--- src/rtl/adc_dat_demux_async.sv ---
// ---------------------------------------------------------------------------
// adc_dat_demux_async
//
// Reader-side parser for ASYNC-mode fills read back from DDR3. Consumes the
// tagged 132-bit word stream (tag 1 fill header, 2 waveform header, 3 data,
// 4 checksum), validates framing, header fields, waveform sequencing, word
// count and the XOR checksum, and emits decoded header fields plus an
// 8 x 12-bit sample stream.
//
// Optional feature: define ADC_DAT_DEMUX_SEXT_CHECK_EN to check that the top
// nibble of every 16-bit data lane is a sign extension of bit 11 (err[3]).
//
// Ports:
//   clk, reset        system clock, synchronous active-high reset
//   in_dat/valid/ready tagged input word stream ([131:128] tag)
//   smp_dat/valid/ready 8 unpacked samples, sample0 in [11:0]
//   fill_*, chan_tag  fields latched from the fill header
//   wfm_*             fields latched from the current waveform header
//   wfm_hdr_stb       pulse per accepted waveform header
//   fill_done         pulse at fill end (success or error)
//   fill_err          sticky per-fill error flags
//                     [0] tag [1] hdr [2] seq [3] sext [4] len [5] chk [6] timeout
// ---------------------------------------------------------------------------
module adc_dat_demux_async #(
  parameter logic [15:0] WDOG_LIMIT = 16'hFFFF,
  parameter logic [1:0]  HDR_TAG    = 2'b01
) (
  input  logic         clk,
  input  logic         reset,
  input  logic [131:0] in_dat,
  input  logic         in_valid,
  output logic         in_ready,
  output logic [95:0]  smp_dat,
  output logic         smp_valid,
  input  logic         smp_ready,
  output logic [23:0]  fill_num,
  output logic [1:0]   fill_type,
  output logic [22:0]  fill_bursts,
  output logic [22:0]  fill_wfm_cnt,
  output logic [15:0]  chan_tag,
  output logic [22:0]  wfm_idx,
  output logic [10:0]  wfm_bursts,
  output logic [11:0]  wfm_pre_trig,
  output logic [25:0]  wfm_start_adr,
  output logic         wfm_hdr_stb,
  output logic         fill_done,
  output logic [6:0]   fill_err
);

  typedef enum logic [2:0] {IDLE, WHDR, DATA, CSUM, FLUSH} state_t;

  localparam logic [6:0] ERR_TAG  = 7'b000_0001;
  localparam logic [6:0] ERR_HDR  = 7'b000_0010;
  localparam logic [6:0] ERR_SEQ  = 7'b000_0100;
  localparam logic [6:0] ERR_SEXT = 7'b000_1000;
  localparam logic [6:0] ERR_LEN  = 7'b001_0000;
  localparam logic [6:0] ERR_CHK  = 7'b010_0000;
  localparam logic [6:0] ERR_WDOG = 7'b100_0000;

  state_t        state;
  logic          ready_en;
  logic [127:0]  checksum;
  logic [22:0]   word_cnt;
  logic [22:0]   wfm_cnt;
  logic [10:0]   burst_cnt;
  logic [15:0]   wdog_cnt;
  logic          clr_pend;
  logic [6:0]    pend_err;

  logic [3:0]    tag;
  logic [127:0]  payload;
  logic          accept;
  logic          active;
  logic          fill_hdr_bad;
  logic          wfm_hdr_bad;
  logic          sext_bad;
  logic [95:0]   smp_unpk;
  logic [6:0]    err_base;
  logic [22:0]   wfm_cnt_inc;
  logic [22:0]   word_cnt_inc;
  logic          more_wfm;

  assign tag     = in_dat[131:128];
  assign payload = in_dat[127:0];

  // ready_en keeps in_ready low through reset and for the reset cycle itself
  assign in_ready = ready_en && ((state != DATA) || !smp_valid || smp_ready);
  assign accept   = in_valid && in_ready;
  assign active   = (state == WHDR) || (state == DATA) || (state == CSUM);

  assign wfm_cnt_inc  = wfm_cnt + 23'd1;
  assign word_cnt_inc = word_cnt + 23'd1;
  assign more_wfm     = wfm_cnt_inc < fill_wfm_cnt;

  // After a restart-on-header the visible fill_err still shows the aborted
  // fill for one cycle; the new fill's flags wait in pend_err until then.
  assign err_base = clr_pend ? pend_err : fill_err;

  assign fill_hdr_bad = (payload[127:126] != HDR_TAG) || !payload[26];
  assign wfm_hdr_bad  = (payload[127:126] != HDR_TAG) || !payload[25] ||
                        (payload[24:23] != fill_type) ||
                        (payload[113:98] != chan_tag);

  // Each 16-bit lane carries a 12-bit sample in its low bits
  always_comb begin
    smp_unpk = '0;
    for (int k = 0; k < 8; k++) begin
      smp_unpk[12*k +: 12] = payload[16*k +: 12];
    end
  end

`ifdef ADC_DAT_DEMUX_SEXT_CHECK_EN
  always_comb begin
    sext_bad = 1'b0;
    for (int k = 0; k < 8; k++) begin
      if (payload[16*k+12 +: 4] != {4{payload[16*k+11]}}) begin
        sext_bad = 1'b1;
      end
    end
  end
`else
  assign sext_bad = 1'b0;
`endif

  // Main parser FSM; a tag-1 word always starts a new fill, aborting any
  // fill in progress with a tag error.
  always_ff @(posedge clk) begin
    if (reset) begin
      state         <= IDLE;
      ready_en      <= 1'b0;
      checksum      <= '0;
      word_cnt      <= '0;
      wfm_cnt       <= '0;
      burst_cnt     <= '0;
      wdog_cnt      <= '0;
      clr_pend      <= 1'b0;
      pend_err      <= '0;
      smp_dat       <= '0;
      smp_valid     <= 1'b0;
      fill_num      <= '0;
      fill_type     <= '0;
      fill_bursts   <= '0;
      fill_wfm_cnt  <= '0;
      chan_tag      <= '0;
      wfm_idx       <= '0;
      wfm_bursts    <= '0;
      wfm_pre_trig  <= '0;
      wfm_start_adr <= '0;
      wfm_hdr_stb   <= 1'b0;
      fill_done     <= 1'b0;
      fill_err      <= '0;
    end else begin
      ready_en    <= 1'b1;
      fill_done   <= 1'b0;
      wfm_hdr_stb <= 1'b0;
      if (smp_ready) smp_valid <= 1'b0;
      if (clr_pend) begin
        fill_err <= pend_err;
        clr_pend <= 1'b0;
      end
      if (accept) wdog_cnt <= '0;

      if (accept && (tag == 4'd1)) begin
        fill_num     <= payload[23:0];
        fill_type    <= payload[25:24];
        fill_bursts  <= payload[49:27];
        fill_wfm_cnt <= payload[98:76];
        chan_tag     <= payload[125:110];
        checksum     <= payload;
        word_cnt     <= 23'd1;
        wfm_cnt      <= '0;
        state        <= (payload[98:76] == 23'd0) ? CSUM : WHDR;
        if (active) begin
          fill_done <= 1'b1;
          fill_err  <= err_base | ERR_TAG;
          clr_pend  <= 1'b1;
          pend_err  <= fill_hdr_bad ? ERR_HDR : 7'd0;
        end else begin
          fill_err  <= fill_hdr_bad ? ERR_HDR : 7'd0;
          clr_pend  <= 1'b0;
        end
      end else if (accept) begin
        case (state)
          WHDR: begin
            if (tag == 4'd2) begin
              wfm_idx       <= payload[74:52];
              wfm_bursts    <= payload[10:0];
              wfm_pre_trig  <= payload[22:11];
              wfm_start_adr <= payload[51:26];
              wfm_hdr_stb   <= 1'b1;
              checksum      <= checksum ^ payload;
              word_cnt      <= word_cnt_inc;
              burst_cnt     <= payload[10:0];
              fill_err      <= err_base | (wfm_hdr_bad ? ERR_HDR : 7'd0) |
                               ((payload[74:52] != wfm_cnt) ? ERR_SEQ : 7'd0);
              // An empty waveform is complete as soon as its header lands
              if (payload[10:0] == 11'd0) begin
                wfm_cnt <= wfm_cnt_inc;
                state   <= more_wfm ? WHDR : CSUM;
              end else begin
                state   <= DATA;
              end
            end else begin
              fill_err  <= err_base | ERR_TAG;
              fill_done <= 1'b1;
              state     <= FLUSH;
            end
          end
          DATA: begin
            if (tag == 4'd3) begin
              smp_dat   <= smp_unpk;
              smp_valid <= 1'b1;
              checksum  <= checksum ^ payload;
              word_cnt  <= word_cnt_inc;
              burst_cnt <= burst_cnt - 11'd1;
              fill_err  <= err_base | (sext_bad ? ERR_SEXT : 7'd0);
              if (burst_cnt == 11'd1) begin
                wfm_cnt <= wfm_cnt_inc;
                state   <= more_wfm ? WHDR : CSUM;
              end
            end else begin
              fill_err  <= err_base | ERR_TAG;
              fill_done <= 1'b1;
              state     <= FLUSH;
            end
          end
          CSUM: begin
            fill_done <= 1'b1;
            if (tag == 4'd4) begin
              word_cnt <= word_cnt_inc;
              fill_err <= err_base |
                          ((payload != checksum) ? ERR_CHK : 7'd0) |
                          ((word_cnt_inc != fill_bursts) ? ERR_LEN : 7'd0);
              state    <= IDLE;
            end else begin
              fill_err <= err_base | ERR_TAG;
              state    <= FLUSH;
            end
          end
          default: begin
          end
        endcase
      end else if (active && !in_valid) begin
        // Watchdog only advances while the source is silent mid-fill
        if (wdog_cnt == (WDOG_LIMIT - 16'd1)) begin
          wdog_cnt  <= '0;
          fill_err  <= err_base | ERR_WDOG;
          fill_done <= 1'b1;
          state     <= FLUSH;
        end else begin
          wdog_cnt  <= wdog_cnt + 16'd1;
        end
      end
    end
  end

endmodule

--- config.mk ---
export PLATFORM = sky130hd
export DESIGN_NAME = adc_dat_demux_async
export DESIGN_NICKNAME = d
export VERILOG_FILES = /design/src/rtl/adc_dat_demux_async.sv
export SDC_FILE = /design/constraint.sdc
export NUM_CORES = 1
export LEC_CHECK = 0
export CORE_UTILIZATION = 40
export CTS_CLUSTER_SIZE = 16
export DETAILED_ROUTE_END_ITERATION = 8
export RECOVER_POWER = 25
export SYNTH_ARGS = -nofsm -noshare
export SYNTH_HDL_FRONTEND = slang
export SYNTH_SLANG_ARGS = --single-unit
export TNS_END_PERCENT = 50
--- constraint.sdc ---
create_clock -name clk -period 4.9 [get_ports clk]
set_input_delay 0.98 -clock clk [delete_from_list [all_inputs] [get_ports clk]]
set_output_delay 0.98 -clock clk [all_outputs]
set_load 0.02 [all_outputs]
## Word-level counts from Yosys, hierarchy flattened

Cells that the tools add are included.

- Add/subtract/negate cells: 4
- $lt $le $gt $ge: 1
- Equality and inequality tests: 26
- Mux-type cells: 66
- Bitwise operators: 8
- Reduce and logical (&&, ||, !) cells: 37

Operator list:

| operator | number |
|---|---|
| $mux 128 | 4 |
| $pmux 128 s2 | 1 |
| $mux 23 | 7 |
| $ne 128x128->1 | 1 |
| $xor 128x128->128 | 1 |
| $mux 16 | 5 |
| $pmux 23 s3 | 1 |
| $mux 7 | 8 |
| $add 23x1->23 const B | 2 |
| $ne 23x23->1 | 2 |
| $pmux 23 s2 | 1 |
| $mux 3 | 9 |
| $logic_not 23->1 | 1 |
| $lt 23x23->1 | 1 |
| $mux 11 | 2 |
| $pmux 11 s2 | 1 |
| $pmux 7 s3 | 1 |
| $mux 1 | 17 |
| $add 16x1->16 const B | 1 |
| $eq 16x16->1 const B | 1 |
| $ne 16x16->1 | 1 |
| $reduce_and 4->1 | 4 |
| $reduce_and 5->1 | 3 |
| $ne 2x1->1 const B | 6 |
| other kinds (33) | 61 |

- Register bits: 479
- Output and inout port bits: 267
- Word-level logic and storage cells: 166

## Depth between registers and ports, before layout

Gate-level depths: netlist of run 1.

- Depth after elaboration: 11
- Gate-level depth with buffers: 15
- Mapped depth without buffers: 14

## Worst setup path before layout of run 1

Ideal clock, no wire load.

- Path type: register -> register
- From: register wfm_cnt[0]
- To: register state[1]
- Library setup time: 133 ps
- Arrival time: 2761 ps
- Data required time: 4767 ps
- Setup slack: 2006 ps
- Stages on the path, launching flop included: 16
- Path buffers: 1
- Path through: dfxtp_1 -> ha_1 -> and3_1 -> nand3_2 -> nor3_2 -> and3_1 -> buf_4 -> xor2_1 -> ha_1 -> a21o_1 -> a21o_1 -> a21oi_1 -> o21ai_0 -> and3_1 -> o21ai_0 -> a31oi_1

- Longest elaborated chain between the ends: 8
- Elaborated cells on any way between the ends: 10

RTL lines:

| element | RTL line | text |
|---|---|---|
| start, declared | 64 | `logic [22:0] wfm_cnt;` |
| start signal, assigned | 198 | `wfm_cnt <= wfm_cnt_inc;` |
| start signal, assigned | 218 | `wfm_cnt <= wfm_cnt_inc;` |
| $add 23x1->23 (*) | 91 | `assign wfm_cnt_inc = wfm_cnt + 23'd1;` |
| net wfm_cnt_inc[16] | 79 | `logic [22:0] wfm_cnt_inc;` |
| $lt 23x23->1 (*) | 93 | `assign more_wfm = wfm_cnt_inc < fill_wfm_cnt;` |
| $mux 2 (*) | 199, 219 |  |
| $mux 3 or $mux 2 (tied branches) | 217, 197 |  |
| $mux 3 (on tied branches) | 210, 185 |  |
| $pmux 3 s3 (*) | 183 | `case (state)` |
| $mux 3 (*) | 182 | `end else if (accept) begin` |
| $mux 3 (*) | 163 | `if (accept && (tag == 4'd1)) begin` |
| end signal, assigned | 172 | `state <= (payload[98:76] == 23'd0) ? CSUM : WHDR;` |
| end signal, assigned | 199 | `state <= more_wfm ? WHDR : CSUM;` |
| end signal, assigned | 219 | `state <= more_wfm ? WHDR : CSUM;` |
| end, declared | 60 | `state_t state;` |

The timed path passes the listed nets; every way through them passes the cells marked *. The select of a mux whose other input is x is not followed.
A chain may end at the register's enable or synchronous reset.

## Worst setup path after layout of run 1

- From: input smp_ready
- To: register state[1]

- Longest elaborated chain between the ends: 6
- Elaborated cells on any way between the ends: 11

RTL lines:

| element | RTL line | text |
|---|---|---|
| start, declared | 35 | `input logic smp_ready,` |
| $logic_or 1x1->1 (*) | 87 | `assign in_ready = ready_en && ((state != DATA) \|\| !smp_valid \|\| smp_ready);` |
| $logic_and 1x1->1 (*) | 87 |  |
| $logic_and 1x1->1 (*) | 88 | `assign accept = in_valid && in_ready;` |
| $logic_and 1x1->1 | 163 |  |
| $ne 5x4->1 (no source line), or another cell as far along | - |  |
| $reduce_and 4->1 (no source line) | - |  |

Every way passes the cells marked *; elsewhere a longest branch is shown, timed or not.

==> results of run 1 <==
==> metal layers <==
layer | GRT usage, % | part of all wire (%) | vias to the layer above | routed length, um
li1 | - | - | 10300 | -
met1 | 37.6 | 44 | 10300 | 35400
met2 | 45.6 | 47 | 717 | 37900
met3 | 4.94 | 6.6 | 125 | 5380
met4 | 8.30 | 3.0 | 0 | 2400
met5 | 0 | 0 | - | 0
==> critical path, stage by stage <==
cell	delay, ps
dlygate4sd3_1	540
nand2b_1	360
o311a_1	500
nand2_1	1160
buf_4	530
nor3_1	130
buf_4	180
nor2b_1	100
a31oi_1	80
==> logic make-up after synthesis <==
group | Yosys count | synth area share, %
AOI/OAI and AO/OA | 627 | 16.5
xor gates and xnor gates | 275 | 10.9
adders and majority gates | 28 | 1.59
buffers and inverters | 255 | 4.71
DFF | 473 | 42.9
muxes | 6 | 0.278
and+or+nand+nor | 1191 | 23.1
==> area by class of cell <==
type	count	share of cell area [%]
Clock buffer	76	5.51
Clock inverter	19	0.815
Inverter	41	0.542
Multi-Input combinational cell	2127	40.9
Sequential cell	473	33.3
Tap cell	696	3.07
Timing Repair Buffer	456	15.9
==> worst max-delay path by stage <==
stage	start	endpoint	slack (ps)	cells past startpoint
after CTS	smp_ready	in_ready	1200	4
final	smp_ready	state[1]	790	9
after global routing	smp_ready	state[1]	620	9
after detailed placement	smp_ready	smp_dat[44]	830	8
after floorplan	wfm_cnt[0]	state[1]	2010	15
after global placement	smp_ready	smp_dat[46]	880	8
==> cell usage after synthesis, drive strengths merged, types with 30 or more instances <==
master,n
o21ai,73
inv,40
nor4,30
nand4,56
buf,72
a21oi,418
nor2,186
clkbuf,142
nand2,751
nand3,77
xnor2,202
a32oi,89
xor2,73
dfxtp,473
==> power groups by stage <==
stage | clock network [mW] | registers [mW] | logic [mW]
detailed placement | 0 | 3.96 | 0.546
finish | 4.13 | 3.88 | 0.548
global route | 4.36 | 3.88 | 0.575
global placement | 0 | 3.96 | 0.544
floorplan | 0 | 3.96 | 0.213
CTS | 4.21 | 3.88 | 0.549
==> registers in the layout (all words and copies together), names as in the netlist <==
name	flops
checksum	128
smp_valid	1
fill_wfm_cnt	23
state	3
wfm_bursts	11
fill_done	1
fill_type	2
pend_err	1
wfm_cnt	23
smp_dat	96
wfm_start_adr	26
wfm_hdr_stb	1
ready_en	1
clr_pend	1
wfm_pre_trig	12
fill_err	7
wdog_cnt	16
chan_tag	16
wfm_idx	23
word_cnt	23
fill_num	24
fill_bursts	23
burst_cnt	11
==> metrics by stage <==
stage | util [%] | worst slack [ps] | hold WS (ps) | instance area, sq um
6_report | 52.5 | 792 | 448 | 28400
3_3_place_gp | 49.2 | 880 | 440 | 26600
2_1_floorplan | - | 2010 | 437 | 22100
4_1_cts | 52.5 | 1200 | 454 | 28400
3_5_place_dp | 49.2 | 831 | 446 | 26600
5_1_grt | 52.5 | 618 | 465 | 28400
==> metrics.yaml, run 1 <==
hold_path:
  worstHoldPathType: "register to register"
  hold_end: "smp_dat[7]"
  hold-path-cell-count: 2
  hp-start: "smp_dat[7]"
sta:
  skew_ps: 23.7
  finalSetupViolCount: 0
  rsz0062_at_grt: "false"
  relSlewSlack_pct: -4.64
  min_period_ps: 4110
  fmax_mhz: 243
  finalCritPeriodShare_pct: 83.8
  drv_slew: 37
  tightestPinTransition_ps: 1570
  finalHoldViolCount: 0
  tns_ps: 0
power_and_ir_drop:
  p_clk_share_pct: 48.3
  total_power_mw: 8.56
  switching_share_pct: 24.1
  power.share.sequential_pct: 45.3
  switchingPower_mw: 2.06
  power_density_nw_per_um2: 301
  p_leak_nw: 10.1
  power_frac_comb_pct: 6.4
  internal_power_mw: 6.50
  vdd_drop_max_v: 0.000255
clocking:
  cts_made_buffers: 53
  htreeDepth: 2
  cts_setup_buffers: 0
  cts_tree: "yes"
  ctsHoldBuffers: 0
  cts_sinks: 473
  cts_root_buf: "clkbuf_16"
  clk_pin_slew_ps: 60
  clock_path_buffers: 3
  insertion_delay_ps: 610
  post_cts_resized: 0
die:
  die_area_sq_um: 56100
  initial_utilization_pct: 40.8
  pin_count: 403
  die_x_um: 237
  die_y_um: 237
  coreArea_sq_um: 54100
  rows: 85
placement:
  placed_cells: 3793
  io_buffers: 402
  gp_congestion: 0.884
  dpl.hpwl_um: 58100
yosys:
  syn_area_sq_um: 22100
  synthesis.nets: 3019
  ys_top_cells_by_area: "dfxtp_1 43%, nand2_1 13%, a21oi_1 9.5%"
  yosysWarnings: 0
  yosysTopAreaCell: "dfxtp_1"
  synthArstFlopShare_pct: 0
  ys_types: 69
  synth_ff_type: "dfxtp_1"
  synth-seq-cells: 473
  yosysTopAreaCellShare_pct: 42.9
  ys_seq_area_share_pct: 42.9
  postSynthAreaPerCell_sq_um: 7.73
  synth_edf_count: 0
  syn_inst: 2855
critical_path:
  reg2reg_from: "state[2]"
  worstReg2RegEnd: "fill_err[4]"
  cp.required_ps: 5380
  crit_fanout: 38
  crit_path_end_kind: "register"
  ff2ff_path_depth: 6
  worstSetupStartpointType: "input port"
  cp.arrival_ps: 4590
  regToRegSetupSlack_ps: 1300
  path_class: "input port to register"
drt:
  drtAntennaViolNets: 0
  drt_pre_antenna_iters: 6
  drt_iter0_drc: 1815
  drt-total-wl_um: 81000
  vias: 21400
  wl_per_cell_um: 20.8
  drc: 0
  viasPerCell: 5.50
global_routing:
  antenna_found_initial: 0
  grt_max_degree: 192
  grt.total_usage_pct: 28.0
  grt_pass1_wl_um: 121000
  grt_pass1_vias: 19700
  grt-ovfl-total: 0
finish:
  mostFrequentLayoutCell: "nand2_1"
  syn_to_final_growth_pct: 28.7
  fin_cells: 3888
  insertedDiodeCount: 0
  drive_above_1_share_pct: 5.11
  finalNetCount: 3316
  fillers: 5123
  ff_latch_area_sq_um: 9470
  final_cell_mix: "749 x nand2_1, 473 x dfxtp_1, 418 x a21oi_1"
  multiInputGateArea_sq_um: 11600
outcome:
  violations: "capacitance limit, slew limit"
  status: "finished with violations"
flow_run:
  cap_violations: 1
Note: power is estimated with default switching activity, not from simulation.
==> run 2, diff against run 1 <==
Clock period 4.9 ns to 3.8 ns, I/O delays scaled along.
==> metrics.yaml, run 2 (same netlist as run 1, synthesis figures left out) <==
clocking:
  insertion_delay_ps: 600  # was 610 ps
  clock_path_buffers: 3  # unchanged
  cts_root_buf: "clkbuf_16"  # unchanged
  htreeDepth: 2  # unchanged
  cts_tree: "yes"  # unchanged
  cts_sinks: 473  # unchanged
  post_cts_resized: 0  # unchanged
  clk_pin_slew_ps: 60  # about the same
  cts_setup_buffers: 0  # unchanged
  ctsHoldBuffers: 0  # unchanged
  cts_made_buffers: 53  # unchanged
power_and_ir_drop:
  vdd_drop_max_v: 0.000329  # was 0.000255 V
  power_frac_comb_pct: 6.6  # was 6.4%
  switchingPower_mw: 2.65  # was 2.06 mW
  power.share.sequential_pct: 45.0  # was 45.3%
  internal_power_mw: 8.46  # was 6.50 mW
  power_density_nw_per_um2: 385  # was 301 nW/um^2
  p_leak_nw: 10.2  # was 10.1 nW
  switching_share_pct: 23.9  # was 24.1%
  p_clk_share_pct: 48.4  # was 48.3%
drt:
  met1_length_um: 36800  # was 35,400 um
  drt_pre_antenna_iters: 6  # unchanged
  wl_per_cell_um: 21.2  # was 20.8 um
  wl_met3_um: 5020  # was 5380 um
  drc: 0  # unchanged
  route.met2.wl_um: 39000  # was 37,900 um
  routed.top_layer: "met4"  # unchanged
  drt_iter0_drc: 1732  # was 1,815
  drtAntennaViolNets: 0  # unchanged
  vias: 21700  # was 21,400
  viasPerCell: 5.52  # was 5.50
  drt-total-wl_um: 83300  # was 81,000 um
sta:
  finalSetupViolCount: 0  # unchanged
  finalHoldViolCount: 0  # unchanged
  skew_ps: 19.0  # was 23.7 ps
  fmax_mhz: 309
  finalCritPeriodShare_pct: 85.3
  min_period_ps: 3240
  drv_slew: 0  # was 37
  relSlewSlack_pct: 21.6  # was -4.64%
  tightestPinTransition_ps: 1180  # was 1570 ps
  fin_ws_ps: 560  # was 792 ps
  rsz0062_at_grt: "false"  # unchanged
  tns_ps: 0  # unchanged
placement:
  gp_congestion: 0.933  # was 0.884
  dpl.hpwl_um: 60800  # was 58,100 um
  dpl_worst_slack_ps: 355  # was 831 ps
  io_buffers: 402  # unchanged
critical_path:
  crit_fanout: 4  # was 38
  cp.required_ps: 3040  # was 5380 ps
  crit_path_end_kind: "output port"  # was register
  path_class: "input port to output port"  # was input port to register
  cp.arrival_ps: 2480  # was 4590 ps
  regToRegSetupSlack_ps: 610  # was 1300 ps
  worstSetupStartpointType: "input port"  # unchanged
  ff2ff_path_depth: 14  # was 6
finish:
  fin_util_pct: 53.2  # was 52.5%
  top_register: "checksum"  # unchanged
  drive_above_1_share_pct: 6.16  # was 5.11%
  largestRegisters: "checksum: 128 flops, smp_dat: 96 flops, wfm_start_adr: 26 flops"  # unchanged
  largest_reg_flops: 128  # unchanged
  ff_latch_area_sq_um: 9470  # unchanged
  fillers: 4990  # was 5,123
  multiInputGateArea_sq_um: 11600  # about the same
  syn_to_final_growth_pct: 30.7  # was 28.7%
  final_cell_mix: "748 x nand2_1, 473 x dfxtp_1, 418 x a21oi_1"  # was 749 x nand2_1, 473 x dfxtp_1, 418 x a21oi_1
  finalNetCount: 3354  # was 3,316
  mostFrequentLayoutCell: "nand2_1"  # unchanged
global_routing:
  grt_pass1_wl_um: 125000  # was 121,000 um
  grt_pass1_vias: 20300  # was 19,700
  antenna_found_initial: 1  # was 0
  grt.total_usage_pct: 28.9  # was 28.0%
  grt-ovfl-total: 0  # unchanged
  grt_max_degree: 248  # was 192
hold_path:
  hold-path-cell-count: 2  # unchanged
  worstHoldPathType: "register to register"  # unchanged
flow_run:
  cap_violations: 0  # was 1
die:
  rows: 85  # unchanged
  initial_utilization_pct: 40.8  # unchanged
  die_x_um: 237  # unchanged
  pin_count: 403  # unchanged
  die_y_um: 237  # unchanged
  coreArea_sq_um: 54100  # unchanged
  die_area_sq_um: 56100  # unchanged
outcome:
  status: "completed"  # was finished with violations
## run 2: cell types whose count changed in the layout (fill, tap and decap cells not counted), sizes merged
cell / before / now
clkinv: 13 / 11
diode: 0 / 1
dlygate4sd3: 183 / 171
clkinvlp: 1 / 5
clkdlybuf4s50: 218 / 230
clkbuf: 76 / 72
inv: 42 / 43
buf: 55 / 92
bufinv: 4 / 7
## run 2: critical path, stage by stage
cell and delay (ps):
clkdlybuf4s50_1 450, nand2b_1 400, o31a_1 180, clkdlybuf4s50_1 680
## run 2: power groups by stage
| stage | combinational [mW] | clock [mW] | sequential [mW] |
|---|---|---|---|
| 2_1_floorplan | 0.274 | 0 | 5.11 |
| 3_3_place_gp | 0.722 | 0 | 5.11 |
| 3_5_place_dp | 0.725 | 0 | 5.11 |
| 4_1_cts | 0.729 | 5.46 | 5.00 |
| 5_1_grt | 0.763 | 5.67 | 5.00 |
| 6_report | 0.730 | 5.38 | 5.00 |
## run 2: metal layers
metal	vias up	global-route usage (%)
met3	117	4.70
met1	10400	38.9
met2	747	47.3
li1	10400	-
met5	-	0
met4	0	9.21
## run 2: area by class of cell
type	instances	share of cell area (%)
clock buffer	71	5.11
antenna	1	0.00868
sequential	473	32.9
multi-input combinational	2127	40.2
timing repair buffer	494	17.1
inverter	41	0.534
clock inverter	25	1.12
tap	696	3.02
## run 2: final timing paths
path | from | end
max reg2reg | wfm_cnt[1] | state[1]
max | smp_ready | in_ready
min | smp_dat[73] | smp_dat[73]
min reg2reg | smp_dat[73] | smp_dat[73]
## run 2: through the flow
step	total power [mW]	hold slack (ps)	std cells	cell area, sq um
2_1_floorplan	5.39	437	2855	22100
3_3_place_gp	5.83	443	3831	27000
3_5_place_dp	5.84	446	3831	27000
4_1_cts	11.2	454	3927	28800
5_1_grt	11.4	464	3928	28800
6_report	11.1	449	3928	28800
==> run 3, diff against run 2 <==
Settings changed: PLACE_DENSITY set to 0.66.
==> metrics.yaml, run 3 (same netlist as run 1, synthesis figures left out) <==
power_and_ir_drop:
  p_leak_nw: 10.3  # was 10.2 nW
  internal_power_mw: 8.32  # was 8.46 mW
  switchingPower_mw: 2.67  # was 2.65 mW
  power_frac_comb_pct: 6.7  # was 6.6%
  switching_share_pct: 24.3  # was 23.9%
  p_clk_share_pct: 47.8  # was 48.4%
  power.share.sequential_pct: 45.5  # was 45.0%
  power_density_nw_per_um2: 382  # was 385 nW/um^2
  vdd_drop_max_v: 0.000320  # was 0.000329 V
sta:
  drv_slew: 0  # unchanged
  rsz0062_at_grt: "false"  # unchanged
  finalHoldViolCount: 0  # unchanged
  skew_ps: 34.9  # was 19.0 ps
  relSlewSlack_pct: 23.5  # was 21.6%
  tns_ps: 0  # unchanged
  min_period_ps: 3410  # was 3240 ps
  fmax_mhz: 293  # was 309 MHz
  finalSetupViolCount: 0  # unchanged
  finalCritPeriodShare_pct: 89.7  # was 85.3%
  tightestPinTransition_ps: 1150  # was 1180 ps
clocking:
  cts_made_buffers: 51  # was 53
  cts_sinks: 473  # unchanged
  htreeDepth: 2  # unchanged
  ctsHoldBuffers: 0  # unchanged
  insertion_delay_ps: 620  # was 600 ps
  clock_path_buffers: 3  # unchanged
  clk_pin_slew_ps: 60  # about the same
  cts_tree: "yes"  # unchanged
  cts_root_buf: "clkbuf_16"  # unchanged
  post_cts_resized: 0  # unchanged
  cts_setup_buffers: 0  # unchanged
global_routing:
  grt-ovfl-total: 0  # unchanged
  grt_max_degree: 217  # was 248
  antenna_found_initial: 3  # was 1
  grt_pass1_wl_um: 124000  # was 125,000 um
  grt.total_usage_pct: 28.7  # was 28.9%
  grt_pass1_vias: 20400  # was 20,300
placement:
  gp_congestion: 0.943  # was 0.933
  placed_cells: 3829  # was 3,831
  io_buffers: 402  # unchanged
  dpl.hpwl_um: 60700  # was 60,800 um
finish:
  fin_cells: 3927  # was 3,928
  mostFrequentLayoutCell: "nand2_1"  # unchanged
  largest_reg_flops: 128  # unchanged
  finalNetCount: 3350  # was 3,354
  largestRegisters: "checksum: 128 flops, smp_dat: 96 flops, wfm_start_adr: 26 flops"  # unchanged
  fillers: 5076  # was 4,990
  top_register: "checksum"  # unchanged
  final_cell_mix: "748 x nand2_1, 473 x dfxtp_1, 418 x a21oi_1"  # unchanged
  drive_above_1_share_pct: 6.23  # was 6.16%
  syn_to_final_growth_pct: 30.3  # was 30.7%
  ff_latch_area_sq_um: 9470  # unchanged
  multiInputGateArea_sq_um: 11600  # about the same
critical_path:
  path_class: "input port to register"  # was input port to output port
  cp.arrival_ps: 3890  # was 2480 ps
  crit_path_end_kind: "register"  # was output port
  crit_fanout: 47  # was 4
  cp.required_ps: 4280  # was 3040 ps
  worstSetupStartpointType: "input port"  # unchanged
drt:
  drt_iter0_drc: 1978  # was 1,732
  drt_pre_antenna_iters: 6  # unchanged
  drc: 0  # unchanged
  vias: 21800  # was 21,700
  drt-total-wl_um: 83200  # was 83,300 um
  drtAntennaViolNets: 0  # unchanged
  wl_per_cell_um: 21.2  # about the same
  viasPerCell: 5.55  # was 5.52
die:
  rows: 85  # unchanged
  die_area_sq_um: 56100  # unchanged
  die_y_um: 237  # unchanged
  initial_utilization_pct: 40.8  # unchanged
  coreArea_sq_um: 54100  # unchanged
  die_x_um: 237  # unchanged
  pin_count: 403  # unchanged
outcome:
  status: "completed"  # unchanged
hold_path:
  worstHoldPathType: "register to register"  # unchanged
flow_run:
  cap_violations: 0  # unchanged
-- run 3: cell count changes in the layout (fill, tap and decap cells not counted), moves of 2 or more --
| cell | before | now |
|---|---|---|
| diode_2 | 1 | 3 |
| clkbuf_1 | 11 | 7 |
| clkdlybuf4s50_1 | 230 | 222 |
| dlygate4sd3_1 | 171 | 179 |
| clkinv_2 | 10 | 16 |
| clkbuf_16 | 53 | 51 |
| clkinv_8 | 0 | 2 |
| clkinvlp_4 | 5 | 3 |
| buf_12 | 17 | 14 |
-- run 3: routing by layer --
layer | GRT usage [%] | vias to the layer above | routed length (um)
li1 | - | 10300 | -
met1 | 38.0 | 10500 | 35300
met2 | 46.6 | 859 | 38700
met3 | 5.18 | 139 | 6330
met4 | 10.7 | 0 | 2890
met5 | 0 | - | 0
-- run 3: layout make-up --
cell class	instances	area share, %
clock buffer	66	4.95
timing repair buffer	492	17.0
sequential	473	33.0
multi-input combinational	2127	40.4
antenna	3	0.0261
tap	696	3.03
inverter	41	0.536
clock inverter	29	1.16
-- run 3: through the flow --
step / hold slack [ps] / instance area (sq um) / util, % / worst slack (ps) / total power, mW
floorplan: 437 / 22100 / - / 906 / 5.39
global placement: 443 / 27000 / 49.9 / 468 / 5.83
detailed placement: 445 / 27000 / 49.9 / 393 / 5.84
CTS: 454 / 28800 / 53.1 / 531 / 11.1
global route: 465 / 28700 / 53.1 / 258 / 11.3
finish: 449 / 28700 / 53.1 / 390 / 11.0
-- run 3: worst paths after layout --
kind | slack [ps] | from | cells after the start | end
min reg2reg | 450 | wfm_start_adr[8] | 2 | wfm_start_adr[8]
max reg2reg | 570 | wfm_cnt[0] | 12 | state[1]
min | 450 | wfm_start_adr[8] | 2 | wfm_start_adr[8]
max | 390 | smp_ready | 9 | checksum[70]
-- run 3: power by group through the flow --
stage,logic [mW],clock network [mW],registers [mW]
2_1_floorplan,0.274,0,5.11
3_3_place_gp,0.722,0,5.11
3_5_place_dp,0.723,0,5.11
4_1_cts,0.727,5.32,5.00
5_1_grt,0.763,5.54,5.00
6_report,0.733,5.25,5.00
-- run 3: worst max-delay path, cell delays in order --
cell and delay [ps]:
dlygate4sd3_1 620, nand2b_1 310, o311a_1 480, nand2_4 100, clkbuf_2 820, buf_4 460, o21ai_0 160, nand2_1 90
a21oi_1 60
